<file path="config.mk">
export PLATFORM = sky130hd
export DESIGN_NAME = zircon_segled_bin2bcd
export DESIGN_NICKNAME = d
export VERILOG_FILES = /design/src/rtl/zircon_segled_pkg.sv /design/src/rtl/zircon_bcd_add3.sv /design/src/rtl/zircon_segled_bin2bcd.sv
export SDC_FILE = /design/constraint.sdc
export NUM_CORES = 1
export LEC_CHECK = 0
export ABC_AREA = 1
export ABC_CLOCK_PERIOD_IN_PS = 1800
export CORE_AREA = 2 2 95 97
export DETAILED_ROUTE_END_ITERATION = 8
export DIE_AREA = 0 0 97 99
export GPL_TIMING_DRIVEN = 0
export PLACE_DENSITY_LB_ADDON = 0.15
export SLEW_MARGIN = 40
export SYNTH_ARGS = -nofsm -noshare
export SYNTH_HDL_FRONTEND = slang
export SYNTH_SLANG_ARGS = --single-unit
</file>
<file path="constraint.sdc">
create_clock -name CLK_50M -period 1.8 [get_ports CLK_50M]
set_clock_uncertainty 0.1 [all_clocks]
set_input_delay 0.18 -clock CLK_50M [delete_from_list [all_inputs] [get_ports CLK_50M]]
set_output_delay 0.18 -clock CLK_50M [all_outputs]
set_load 0.02 [all_outputs]
</file>
<file path="src/rtl/zircon_segled_pkg.sv">
// Shared constants, FSM encoding and digit blanking helper for the
// seven-segment display path.
package zircon_segled_pkg;

  localparam int NUM_DIGITS = 6;
  localparam int BIN_W      = 20;
  localparam int BCD_W      = NUM_DIGITS * 4;
  localparam int CNT_W      = 5;
  localparam int MAX_VAL    = 999999;
  localparam logic [3:0] BLANK_CODE = 4'hF;

  typedef enum logic [1:0] {
    ST_IDLE = 2'd0,
    ST_CONV = 2'd1,
    ST_FIN  = 2'd2
  } state_t;

  // Replace zero digits above the most significant non-zero digit; digit 0 is kept.
  function automatic logic [BCD_W-1:0] blank_leading(input logic [BCD_W-1:0] bcd);
    logic [BCD_W-1:0] res;
    logic             lead;
    res  = bcd;
    lead = 1'b1;
    for (int unsigned i = NUM_DIGITS - 1; i >= 1; i--) begin
      if (lead && (bcd[i*4 +: 4] == 4'd0)) begin
        res[i*4 +: 4] = BLANK_CODE;
      end else begin
        lead = 1'b0;
      end
    end
    return res;
  endfunction

endpackage

</file>
<file path="src/rtl/zircon_bcd_add3.sv">
// Double-dabble correction cell: nibbles of 5 or more get +3.
module zircon_bcd_add3 (
  input  logic [3:0] i_nib,
  output logic [3:0] o_nib
);

  always_comb begin
    o_nib = i_nib;
    if (i_nib >= 4'd5) begin
      o_nib = i_nib + 4'd3;
    end
  end

endmodule

</file>
<file path="src/rtl/zircon_segled_bin2bcd.sv">
// Sequential 20-bit binary to six-digit BCD converter (one bit per clock)
// with registered, optionally leading-zero-blanked digit outputs.
module zircon_segled_bin2bcd
  import zircon_segled_pkg::*;
#(
  parameter bit BLANK_LZ = 1'b1
) (
  input  logic             CLK_50M,
  input  logic             RST_N,
  input  logic             start,
  input  logic [BIN_W-1:0] bin_in,
  output logic             busy,
  output logic             done,
  output logic             ovf,
  output logic [3:0]       seg_data1,
  output logic [3:0]       seg_data2,
  output logic [3:0]       seg_data3,
  output logic [3:0]       seg_data4,
  output logic [3:0]       seg_data5,
  output logic [3:0]       seg_data6
);

  state_t                 r_state;
  state_t                 w_next;
  logic                   r_busy;
  logic                   r_done;
  logic                   r_ovf;
  logic                   r_ovf_flag;
  logic [BIN_W-1:0]       r_shift;
  logic [BCD_W-1:0]       r_bcd;
  logic [CNT_W-1:0]       r_cnt;
  logic [BCD_W-1:0]       r_seg;
  logic [BCD_W-1:0]       w_bcd_adj;
  logic [BCD_W+BIN_W-1:0] w_shifted;
  logic [BCD_W-1:0]       w_seg_final;

  for (genvar g = 0; g < NUM_DIGITS; g++) begin : g_add3
    zircon_bcd_add3 u_add3 (
      .i_nib (r_bcd[g*4 +: 4]),
      .o_nib (w_bcd_adj[g*4 +: 4])
    );
  end

  // The accumulator MSB shifted out here can only be set by overflow inputs.
  assign w_shifted = {w_bcd_adj, r_shift} << 1;

  always_comb begin
    w_next = r_state;
    case (r_state)
      ST_IDLE: if (start) w_next = ST_CONV;
      ST_CONV: if (r_cnt == CNT_W'(BIN_W - 1)) w_next = ST_FIN;
      ST_FIN:  w_next = ST_IDLE;
      default: w_next = ST_IDLE;
    endcase
  end

  always_comb begin
    w_seg_final = r_bcd;
    if (r_ovf_flag) begin
      w_seg_final = '1;
    end else if (BLANK_LZ) begin
      w_seg_final = blank_leading(r_bcd);
    end
  end

  always_ff @(posedge CLK_50M or negedge RST_N) begin
    if (!RST_N) begin
      r_state    <= ST_IDLE;
      r_busy     <= 1'b0;
      r_done     <= 1'b0;
      r_ovf      <= 1'b0;
      r_ovf_flag <= 1'b0;
      r_shift    <= '0;
      r_bcd      <= '0;
      r_cnt      <= '0;
      r_seg      <= '0;
    end else begin
      r_state <= w_next;
      r_busy  <= (w_next != ST_IDLE);
      r_done  <= 1'b0;
      case (r_state)
        ST_IDLE: begin
          if (start) begin
            r_shift    <= bin_in;
            r_bcd      <= '0;
            r_cnt      <= '0;
            r_ovf_flag <= (bin_in > BIN_W'(MAX_VAL));
          end
        end
        ST_CONV: begin
          {r_bcd, r_shift} <= w_shifted;
          r_cnt            <= r_cnt + CNT_W'(1);
        end
        ST_FIN: begin
          r_seg  <= w_seg_final;
          r_ovf  <= r_ovf_flag;
          r_done <= 1'b1;
        end
        default: ;
      endcase
    end
  end

  assign busy      = r_busy;
  assign done      = r_done;
  assign ovf       = r_ovf;
  assign seg_data1 = r_seg[3:0];
  assign seg_data2 = r_seg[7:4];
  assign seg_data3 = r_seg[11:8];
  assign seg_data4 = r_seg[15:12];
  assign seg_data5 = r_seg[19:16];
  assign seg_data6 = r_seg[23:20];

endmodule

</file>
==> impl_metrics.tcl <==
set metrics [dict create \
    rsz0062_at_grt "false" \
    place.gp.congestion 0.832 \
    fin_total_pwr_mw 8.77 \
    ant_nets 0 \
    avgSynthCellArea_um2 8.75 \
    crit_required_ns 1.93 \
    io_pins 50 \
    drive_above_1_share 0.0840 \
    min_period_over_period 0.912 \
    synthAdderAreaFrac 0.0563 \
    maxSlewViolCount 0 \
    min_period_ns 1.64 \
    cap_violations 0 \
    holdWs_ns 0.179 \
    grt_max_degree 49 \
    cp_cell_sequence "inv_1 -> nor2_4 -> inv_2 -> nor2_4 -> buf_4 -> a31oi_1" \
    clock_path_buffers 2 \
    post-dp-hpwl_um 5920 \
    synth_top_family_by_area "simple AND/OR/NAND/NOR gates" \
    dpl_cell_area_um2 4430 \
    grt_usage 0.182 \
    slew_headroom 0.729 \
    cts_inserted_buffers 9 \
    yosysWarnings 0 \
    grt_overflow_total 0 \
    slowest_delay_ns 0.40 \
    h-tree-depth 3 \
    port_buffers 49 \
    finalNetCount 535 \
    clkTransAtPathRegs_ns 0.08 \
    routed_wl_um 8260 \
    end_kind "register" \
    viasPerCell 5.11 \
    slowest_stage "dfrtp_1" \
    worstMarginPinSlew_ns 0.407 \
    netlist.area_leader.share 0.523 \
    antenna_found_initial 0 \
    ys_seq_elements 79 \
    fp.dieW_um 97 \
    grt_pass1_wl_um 14200 \
    synth_area_leaders "dfrtp_1 (52%), nand2_1 (6.1%), inv_1 (5.8%), nor2_1 (5.7%), ha_1 (5.6%)" \
    num_vias 3106 \
    netlist_instances 432 \
    firstDrtPassIters 5 \
    leakagePower_nw 2.22 \
    antenna_cells 0 \
    row_count 34 \
    synth_area_um2 3780 \
    clock-sinks 79 \
    initial_core_util 0.442 \
    drt_iter0_drc 126 \
    route.detailed.drc 0 \
    ctsRootBufferMaster "clkbuf_8" \
    die_area_um2 9600 \
    status "completed" \
    max_freq_ghz 0.609 \
    final_cell_area_um2 4680 \
    pre_cts_slack_ns -0.0429 \
    setup_viol 0 \
    ys_types 25 \
    path_class "register to register" \
    fin_ws_ns 0.158 \
    clock_latency_ns 0.34 \
    synth.mux.area_fraction 0 \
    hold_class "input port to async pin" \
    synthXorXnorAreaFrac 0.0139 \
    area_growth_pct 24.0 \
    first_global_vias 2985 \
    seq_area_frac_synth 0.523 \
    die_h_um 99 \
    avgRoutedWirePerCell_um 13.6 \
    coreArea_um2 8550 \
    crit_arrival_ns 1.77 \
    hold_viol 0 \
    synthSimpleGateAreaFrac 0.167 \
    cellPowerDensity_nw_per_um2 1870 \
    synth_fp_nets 472 \
    crit_top_cell "nor2_4" \
    cts_tree "yes" \
    yosysTopAreaCell "dfrtp_1" \
    startpoint_type "register" \
    peakVddDrop_uv 577 \
    cp_max_fo 10 \
    synth-compound-area-share 0.157 \
    setup-tns-final_ns 0 \
]
## metrics by stage
step            util  std cells
3_3_place_gp   0.515        589
3_5_place_dp   0.518        590
2_1_floorplan      -        432
6_report       0.548        608
5_1_grt        0.548        608
4_1_cts        0.545        607
## power by group
part           internal (mW)  leakage [nW]  switching (mW)
logic                   1.75          1.17            2.40
clock network          0.783        0.0958           0.653
registers               2.63         0.956           0.548
total                   5.17          2.22            3.60
## sequential cells by signal, summed over array words and instances (netlist names)
name and count:
busy 1, r_seg 24, r_cnt 5, r_shift 20
r_state 2, done 1, r_bcd 24, r_ovf_flag 1
ovf 1
## worst max-delay path, delay by kind of cell (launching register included)
family,cells,cell delay [ns]
buf+inv,3,0.44
flops,1,0.40
compound gates,1,0.10
simple gates,2,0.50
## repair_timing
item,CTS,global route
setup endpoints to repair,4,8
hold endpoints to repair,79,0
resized for setup,1,5
pin swaps,0,2
hold buffers,1,0
buffers inserted,0,1
## cell type report
type                       count  area (um2)
inverter                      63         236
tap                          108         135
timing repair buffer          52         537
fill                         803        3870
clock inverter                 5        82.6
buffer                        13        77.6
clock buffer                  11         131
multi-input combinational    277        1510
sequential                    79        1980
## synthesized netlist by cell type, drive strengths merged
library cell / instances
o211ai: 6
and3: 1
inv: 63
xnor2: 3
ha: 17
nor2: 60
xor2: 3
a21oi: 33
a31oi: 12
o21ai: 28
nand3: 22
a22o: 2
and2: 1
buf: 12
o22ai: 24
clkbuf: 1
dfrtp: 79
nand2: 62
nand4: 3
## routing by layer
layer / global-route usage / vias up / routed length (um)
li1: - / 1553 / -
met1: 0.249 / 1459 / 3840
met2: 0.291 / 81 / 3880
met3: 0.0284 / 13 / 387
met4: 0.0769 / 0 / 157
met5: 0 / - / 0
## cell usage in the layout, fill, tap and decap left out, drive strengths merged
| master | n |
|---|---|
| a21oi | 33 |
| clkinvlp | 3 |
| dfrtp | 79 |
| clkdlybuf4s50 | 48 |
| buf | 15 |
| a22o | 2 |
| xnor2 | 3 |
| and3 | 1 |
| o22ai | 24 |
| nor2 | 60 |
| nand3 | 22 |
| dlygate4sd3 | 1 |
| o21ai | 28 |
| inv | 63 |
| and2 | 1 |
| a31oi | 12 |
| bufinv | 2 |
| clkbuf | 12 |
| nand4 | 3 |
| xor2 | 3 |
| o211ai | 6 |
| nand2 | 62 |
| ha | 17 |
## final timing paths
path	startpoint	endpoint	slack [ns]	cells after the start
min in group CLK_50M	bin_in[4]	r_shift[4]	0.35	3
min reg2reg	r_shift[18]	r_shift[18]	0.41	2
min	RST_N	r_seg[15]	0.18	2
max	r_state[1]	r_seg[23]	0.16	6
max in group asynchronous	RST_N	r_cnt[4]	0.87	3
max reg2reg	r_state[1]	r_seg[23]	0.16	6
## logic make-up (layout without fill, tap and decap cells)
| family | after synthesis | after routing |
|---|---|---|
| adders and majority gates | 17 | 17 |
| buffers and inverters | 76 | 144 |
| DFF | 79 | 79 |
| and+or+nand+nor | 149 | 149 |
| xor gates and xnor gates | 6 | 6 |
| AOI/OAI and AO/OA | 105 | 105 |
(Power assumes the default switching activity.)
